`config.mk`:
```
export PLATFORM = sky130hd
export DESIGN_NAME = flop_snapshot_reader
export DESIGN_NICKNAME = d
export VERILOG_FILES = /design/src/rtl/flop_dbg_pkg.sv /design/src/rtl/flop_chunk_select.sv /design/src/rtl/flop_snapshot_reader.sv
export SDC_FILE = /design/constraint.sdc
export NUM_CORES = 1
export LEC_CHECK = 0
export CORE_MARGIN = 5
export CORE_UTILIZATION = 40
export CTS_BUF_LIST = sky130_fd_sc_hd__clkbuf_4 sky130_fd_sc_hd__clkbuf_8
export DETAILED_ROUTE_END_ITERATION = 8
export PLACE_DENSITY = 0.7
export SETUP_SLACK_MARGIN = 0.3
export SLEW_MARGIN = 0
export SYNTH_ARGS = -nofsm -noshare
export SYNTH_HDL_FRONTEND = slang
export SYNTH_HIERARCHICAL = 1
export SYNTH_SLANG_ARGS = --single-unit
```
`constraint.sdc`:
```
create_clock -name clk -period 3.6 [get_ports clk]
set_clock_uncertainty 0.15 [all_clocks]
set_input_delay 0.54 -clock clk [delete_from_list [all_inputs] [get_ports clk]]
set_output_delay 0.54 -clock clk [all_outputs]
set_load 0.02 [all_outputs]
```
`src/rtl/flop_dbg_pkg.sv`:
```
// Shared definitions for the flop debug read path: FSM encoding,
// chunk-count and index-width helpers, saturating increment.
package flop_dbg_pkg;

   typedef enum logic {
      ST_IDLE = 1'b0,
      ST_SEND = 1'b1
   } snap_state_e;

   // Number of OUT_W-bit chunks needed to cover a STATE_W-bit vector.
   function automatic int num_chunks(input int state_w, input int out_w);
      return (state_w + out_w - 1) / out_w;
   endfunction

   // Width of a chunk index; a single-chunk vector still gets one bit.
   function automatic int idx_width(input int n);
      return (n <= 1) ? 1 : $clog2(n);
   endfunction

   // Increment value, clamping at the all-ones value of a width-bit counter.
   function automatic logic [31:0] sat_inc(input logic [31:0] value, input int width);
      logic [31:0] max_val;
      max_val = (width >= 32) ? 32'hFFFF_FFFF : ((32'd1 << width) - 32'd1);
      return (value >= max_val) ? max_val : (value + 32'd1);
   endfunction

endpackage

```
`src/rtl/flop_chunk_select.sv`:
```
// Combinational chunk mux: zero-pads the shadow vector up to a whole
// number of chunks and selects chunk number idx.
module flop_chunk_select
   import flop_dbg_pkg::*;
#(
   parameter  int STATE_W    = 64,
   parameter  int OUT_W      = 8,
   localparam int NUM_CHUNKS = num_chunks(STATE_W, OUT_W),
   localparam int IDX_W      = idx_width(NUM_CHUNKS)
) (
   input  logic [STATE_W-1:0] shadow,
   input  logic [IDX_W-1:0]   idx,
   output logic [OUT_W-1:0]   chunk
);

   localparam int PAD_W = NUM_CHUNKS * OUT_W;

   logic [PAD_W-1:0] w_padded;
   logic [OUT_W-1:0] w_chunks [NUM_CHUNKS];

   // Bits above STATE_W-1 in the final chunk read as zero.
   assign w_padded = PAD_W'(shadow);

   genvar gi;
   generate
      for (gi = 0; gi < NUM_CHUNKS; gi++) begin : g_chunk
         assign w_chunks[gi] = w_padded[gi*OUT_W +: OUT_W];
      end
   endgenerate

   // Select the indexed chunk; an out-of-range index yields zero.
   always_comb begin
      chunk = '0;
      for (int i = 0; i < NUM_CHUNKS; i++) begin
         if (idx == IDX_W'(i)) begin
            chunk = w_chunks[i];
         end
      end
   end

endmodule

```
`src/rtl/flop_snapshot_reader.sv`:
```
// Captures a snapshot of a live flop state vector on request and streams
// it out LSB-first as OUT_W-bit chunks over a valid/ready interface.
// Requests arriving while a stream is in flight are dropped and counted.
module flop_snapshot_reader
   import flop_dbg_pkg::*;
#(
   parameter  int STATE_W    = 64,
   parameter  int OUT_W      = 8,
   parameter  int DROP_W     = 8,
   localparam int NUM_CHUNKS = num_chunks(STATE_W, OUT_W),
   localparam int IDX_W      = idx_width(NUM_CHUNKS)
) (
   input  logic               clk,
   input  logic               rst,
   input  logic               snap_req,
   input  logic [STATE_W-1:0] state_in,
   output logic               out_valid,
   input  logic               out_ready,
   output logic [OUT_W-1:0]   out_data,
   output logic [IDX_W-1:0]   out_idx,
   output logic               out_last,
   output logic               busy,
   output logic               snap_done,
   output logic               snap_drop,
   output logic [DROP_W-1:0]  drop_cnt
);

   localparam logic [IDX_W-1:0] LAST_IDX = IDX_W'(NUM_CHUNKS - 1);

   snap_state_e         r_state;
   snap_state_e         w_state_next;
   logic [STATE_W-1:0]  r_shadow;
   logic [STATE_W-1:0]  w_shadow_next;
   logic [IDX_W-1:0]    r_idx;
   logic [IDX_W-1:0]    w_idx_next;
   logic                r_done;
   logic                w_done_next;
   logic                r_drop;
   logic                w_drop_next;
   logic [DROP_W-1:0]   r_drop_cnt;
   logic [DROP_W-1:0]   w_drop_cnt_next;
   logic [OUT_W-1:0]    w_chunk;
   logic                w_sending;

   assign w_sending = (r_state == ST_SEND);

   flop_chunk_select #(
      .STATE_W (STATE_W),
      .OUT_W   (OUT_W)
   ) u_chunk_select (
      .shadow (r_shadow),
      .idx    (r_idx),
      .chunk  (w_chunk)
   );

   // State, shadow, index and status registers; reset clears everything.
   always_ff @(posedge clk) begin
      if (rst) begin
         r_state    <= ST_IDLE;
         r_shadow   <= '0;
         r_idx      <= '0;
         r_done     <= 1'b0;
         r_drop     <= 1'b0;
         r_drop_cnt <= '0;
      end else begin
         r_state    <= w_state_next;
         r_shadow   <= w_shadow_next;
         r_idx      <= w_idx_next;
         r_done     <= w_done_next;
         r_drop     <= w_drop_next;
         r_drop_cnt <= w_drop_cnt_next;
      end
   end

   // Next-state logic: capture in IDLE, advance on handshake in SEND,
   // and count any request that arrives while a stream is active.
   always_comb begin
      w_state_next    = r_state;
      w_shadow_next   = r_shadow;
      w_idx_next      = r_idx;
      w_done_next     = 1'b0;
      w_drop_next     = 1'b0;
      w_drop_cnt_next = r_drop_cnt;

      case (r_state)
         ST_IDLE: begin
            if (snap_req) begin
               w_shadow_next = state_in;
               w_idx_next    = '0;
               w_state_next  = ST_SEND;
            end
         end
         ST_SEND: begin
            // A request during the final handshake is still rejected.
            if (snap_req) begin
               w_drop_next     = 1'b1;
               w_drop_cnt_next = DROP_W'(sat_inc(32'(r_drop_cnt), DROP_W));
            end
            if (out_ready) begin
               if (r_idx == LAST_IDX) begin
                  w_state_next = ST_IDLE;
                  w_idx_next   = '0;
                  w_done_next  = 1'b1;
               end else begin
                  w_idx_next = r_idx + IDX_W'(1);
               end
            end
         end
         default: begin
            w_state_next = ST_IDLE;
         end
      endcase
   end

   // Outputs come straight from registers, so they are stable while stalled.
   assign out_valid = w_sending;
   assign busy      = w_sending;
   assign out_data  = w_sending ? w_chunk : '0;
   assign out_idx   = r_idx;
   assign out_last  = w_sending && (r_idx == LAST_IDX);
   assign snap_done = r_done;
   assign snap_drop = r_drop;
   assign drop_cnt  = r_drop_cnt;

endmodule

```
==> reports/results.tsv <==
stage	metric	value	unit
setup_path	end_kind	primary output	
worst_hold_path	worstHoldStart	r_shadow[35]	
timing	slew_headroom	45.45	%
clock_network	post_cts_buffers	0	
timing	slew_violations	0	
finish	final_common_cell	nand2_1	
setup_path	arrival	2.46	ns
setup_path	path_cells	buf_4 -> mux4_1 -> mux2_2 -> and2_1 -> clkdlybuf4s50_1	
yosys	synthFlopType	dfxtp_1	
setup_path	critPathTopFamily	multiplexers	
placement	portBuffers	91	
global_routing	gr-total-overflow	0	
flow_run	drv_cap	0	
placement	hpwl	7.005	mm
setup_path	ff2ff_setup_slack	1.19	ns
route	drt_first_iter_violations	153	
clock_network	cts_root_buf	clkbuf_8	
yosys	synth-seq-cells	78	
die	fp.dieW	103.1	um
route	vias	3010	
setup_path	required	2.91	ns
yosys	syn_area_per_cell	8.939	um^2
global_routing	grt_max_degree	42	
yosys	ys_warn_count	6	
global_routing	antenna_found_initial	0	
yosys	synthCells	388	
die	die_area	10630	um^2
timing	rsz0062_at_grt	no	
pwr	power_density	394.1	nW/um^2
timing	hold_violations	0	
die	start_util	40.36	%
clock_network	cts_tree	built	
route	wl	9.278	mm
worst_hold_path	min-delay-path-class	flop to flop	
clock_network	cts-resized-gates	0	
finish	syn_to_final_growth	32.58	%
setup_path	max_stage_delay	0.59	ns
clock_network	clk-insertion-delay-late	0.33	ns
global_routing	grt_pass1_vias	2888	
pwr	switchingPower	0.4500	mW
timing	setup_tns	0	ns
die	placementRows	34	
die	core	8593	um^2
clock_network	cts_buffer_depth	2	
finish	drive_gt1_share	8.742	%
clock_network	cts_buffers	9	
die	die_h	103.1	um
route	vias_per_cell	5.217	
route	drt_first_pass_iters	4	
clock_network	h-tree-depth	3	
setup_path	critPathKind	flop to primary output	
clock_network	clkTransAtPathRegs	0.07	ns
pwr	p_int	1.362	mW
finish	fill_cells	790	
timing	fmax	0.3174	GHz
timing	fin_crit_sh	87.53	%
yosys	ys_seq_area_share	45.02	%
setup_path	path_buf_inv	2	
yosys	synth_edf_count	0	
timing	fin_crit	3.151	ns
yosys	netlist_area	3468	um^2
clock_network	cts.hold.buffers_added	0	
status	status	finished, final reports clean	
pwr	comb_power_share	13.0	%
timing	tightest_slew	0.8182	ns
pwr	seqPwrFrac	51.9	%
setup_path	r2r_start	busy	
setup_path	r2r_end	r_shadow[45]	
worst_hold_path	worstHoldPathCells	2	
setup_path	critPathLaunch	out_idx[1]	
finish	layout_common_cells	131 x nand2_1, 90 x clkdlybuf4s50_1, 77 x dfxtp_1	
pwr	pwr-share-clk	35.1	%
finish	nets	536	
worst_hold_path	whs_endpoint	r_shadow[35]	
timing	setup_viol	0	
route	drcViolationCount	0	
finish	antennaDiodeCount	0	
pwr	ir_drop	0.2742	mV
yosys	async_flop_share	0	%
placement	gp_congestion	0.8782	
setup_path	worstPathMaxFanout	11	
clock_network	clock-sinks	78	
global_routing	grt_first_pass_wirelength	14.86	mm
timing	whs	0.3066	ns
route	wl_per_cell	16.08	um
die	io_pins	92	
setup_path	start_kind	flop	
global_routing	grt_use_total	18.22	%
yosys	ys_types	38	
pwr	leakage	1.716	nW
setup_path	critPathSlowestCell	mux4_1	
pwr	sw_frac_of_total	24.83	%
setup_path	r2r_cells	4	
yosys	mappedNetlistNets	459	
route	ant_nets	0	
-- cells by family (layout without fill, tap and decap cells) --
| family | count (synthesis) | in the layout | synth area share, % |
|---|---|---|---|
| simple gates | 167 | 167 | 21.03 |
| mux | 25 | 25 | 14.90 |
| fa+ha+maj | 3 | 3 | 1.082 |
| flops | 78 | 78 | 45.02 |
| buf+inv | 33 | 114 | 5.087 |
| xor+xnor | 1 | 1 | 0.2526 |
| compound gates | 81 | 81 | 12.63 |
-- state kept, by name, indices dropped and copies added (netlist names) --
register,flops
busy,1
drop_cnt,8
out_idx,3
r_shadow,64
snap_done,1
snap_drop,1
-- how the worst max path moves through the flow --
stage / to / slack (ns) / depth (start not counted)
2_1_floorplan: out_data[1] / 1.13 / 5
3_3_place_gp: out_data[5] / 0.83 / 4
3_5_place_dp: out_data[0] / 0.74 / 4
4_1_cts: out_data[0] / 0.36 / 4
5_1_grt: out_data[4] / 0.37 / 5
6_report: out_data[7] / 0.45 / 5
-- cell type report --
| type | count | area (um^2) | share of cell area (%) |
|---|---|---|---|
| timing repair buffer | 98 | 970.9 | 21.12 |
| inverter | 1 | 3.754 | 0.08163 |
| multi-input combinational | 277 | 1733 | 37.69 |
| tap | 108 | 135.1 | 2.939 |
| sequential | 78 | 1563 | 33.99 |
| clock inverter | 5 | 61.31 | 1.333 |
| clock buffer | 10 | 131.4 | 2.857 |
-- power by group through the flow --
stage | Sequential [mW] | Combinational [mW] | Clock, mW
2_1_floorplan | 0.945 | 0.127 | 0
3_3_place_gp | 0.961 | 0.232 | 0
3_5_place_dp | 0.961 | 0.236 | 0
4_1_cts | 0.941 | 0.237 | 0.649
5_1_grt | 0.946 | 0.259 | 0.699
6_report | 0.941 | 0.236 | 0.635
-- worst register-to-register path: stages (launching register included) --
cell	delay [ns]
dfxtp_1	0.84
nand2b_2	0.80
buf_4	0.34
nand2_1	0.07
a21oi_1	0.15
-- stage by stage --
stage / power, mW / instances / instance area, um^2 / setup slack [ns] / util (%)
3_3_place_gp: 1.193 / 562 / 4404 / 0.8306 / 51.25
6_report: 1.812 / 577 / 4598 / 0.4490 / 53.51
5_1_grt: 1.903 / 577 / 4598 / 0.3696 / 53.51
3_5_place_dp: 1.197 / 562 / 4404 / 0.7365 / 51.25
4_1_cts: 1.827 / 577 / 4597 / 0.3579 / 53.49
2_1_floorplan: 1.072 / 388 / 3468 / 1.133 / -
-- cells in the mapped netlist, types with 2 or more instances --
library cell / number / area share [%]
nand2_1: 131 / 14
dfxtp_1: 78 / 45
a21oi_1: 71 / 10
mux4_1: 15 / 11
buf_2: 14 / 2.0
clkbuf_1: 12 / 1.3
and2_1: 9 / 1.6
mux2_2: 8 / 2.6
nand3_1: 5 / 0.72
nor3_1: 5 / 0.72
a211oi_1: 3 / 0.65
a31oi_1: 3 / 0.54
ha_1: 3 / 1.1
nor2_1: 3 / 0.32
a311oi_1: 2 / 0.51
buf_1: 2 / 0.22
buf_6: 2 / 0.65
nand4_1: 2 / 0.36
-- layer usage --
| layer | vias to the layer above | track usage (%) | share of wire, % |
|---|---|---|---|
| li1 | 1496 | - | - |
| met1 | 1409 | 23.70 | 44 |
| met2 | 100 | 30.64 | 49 |
| met3 | 5 | 4.601 | 6.5 |
| met4 | 0 | 4.084 | 0.50 |
| met5 | - | 0 | 0 |
(Power assumes the default switching activity.)
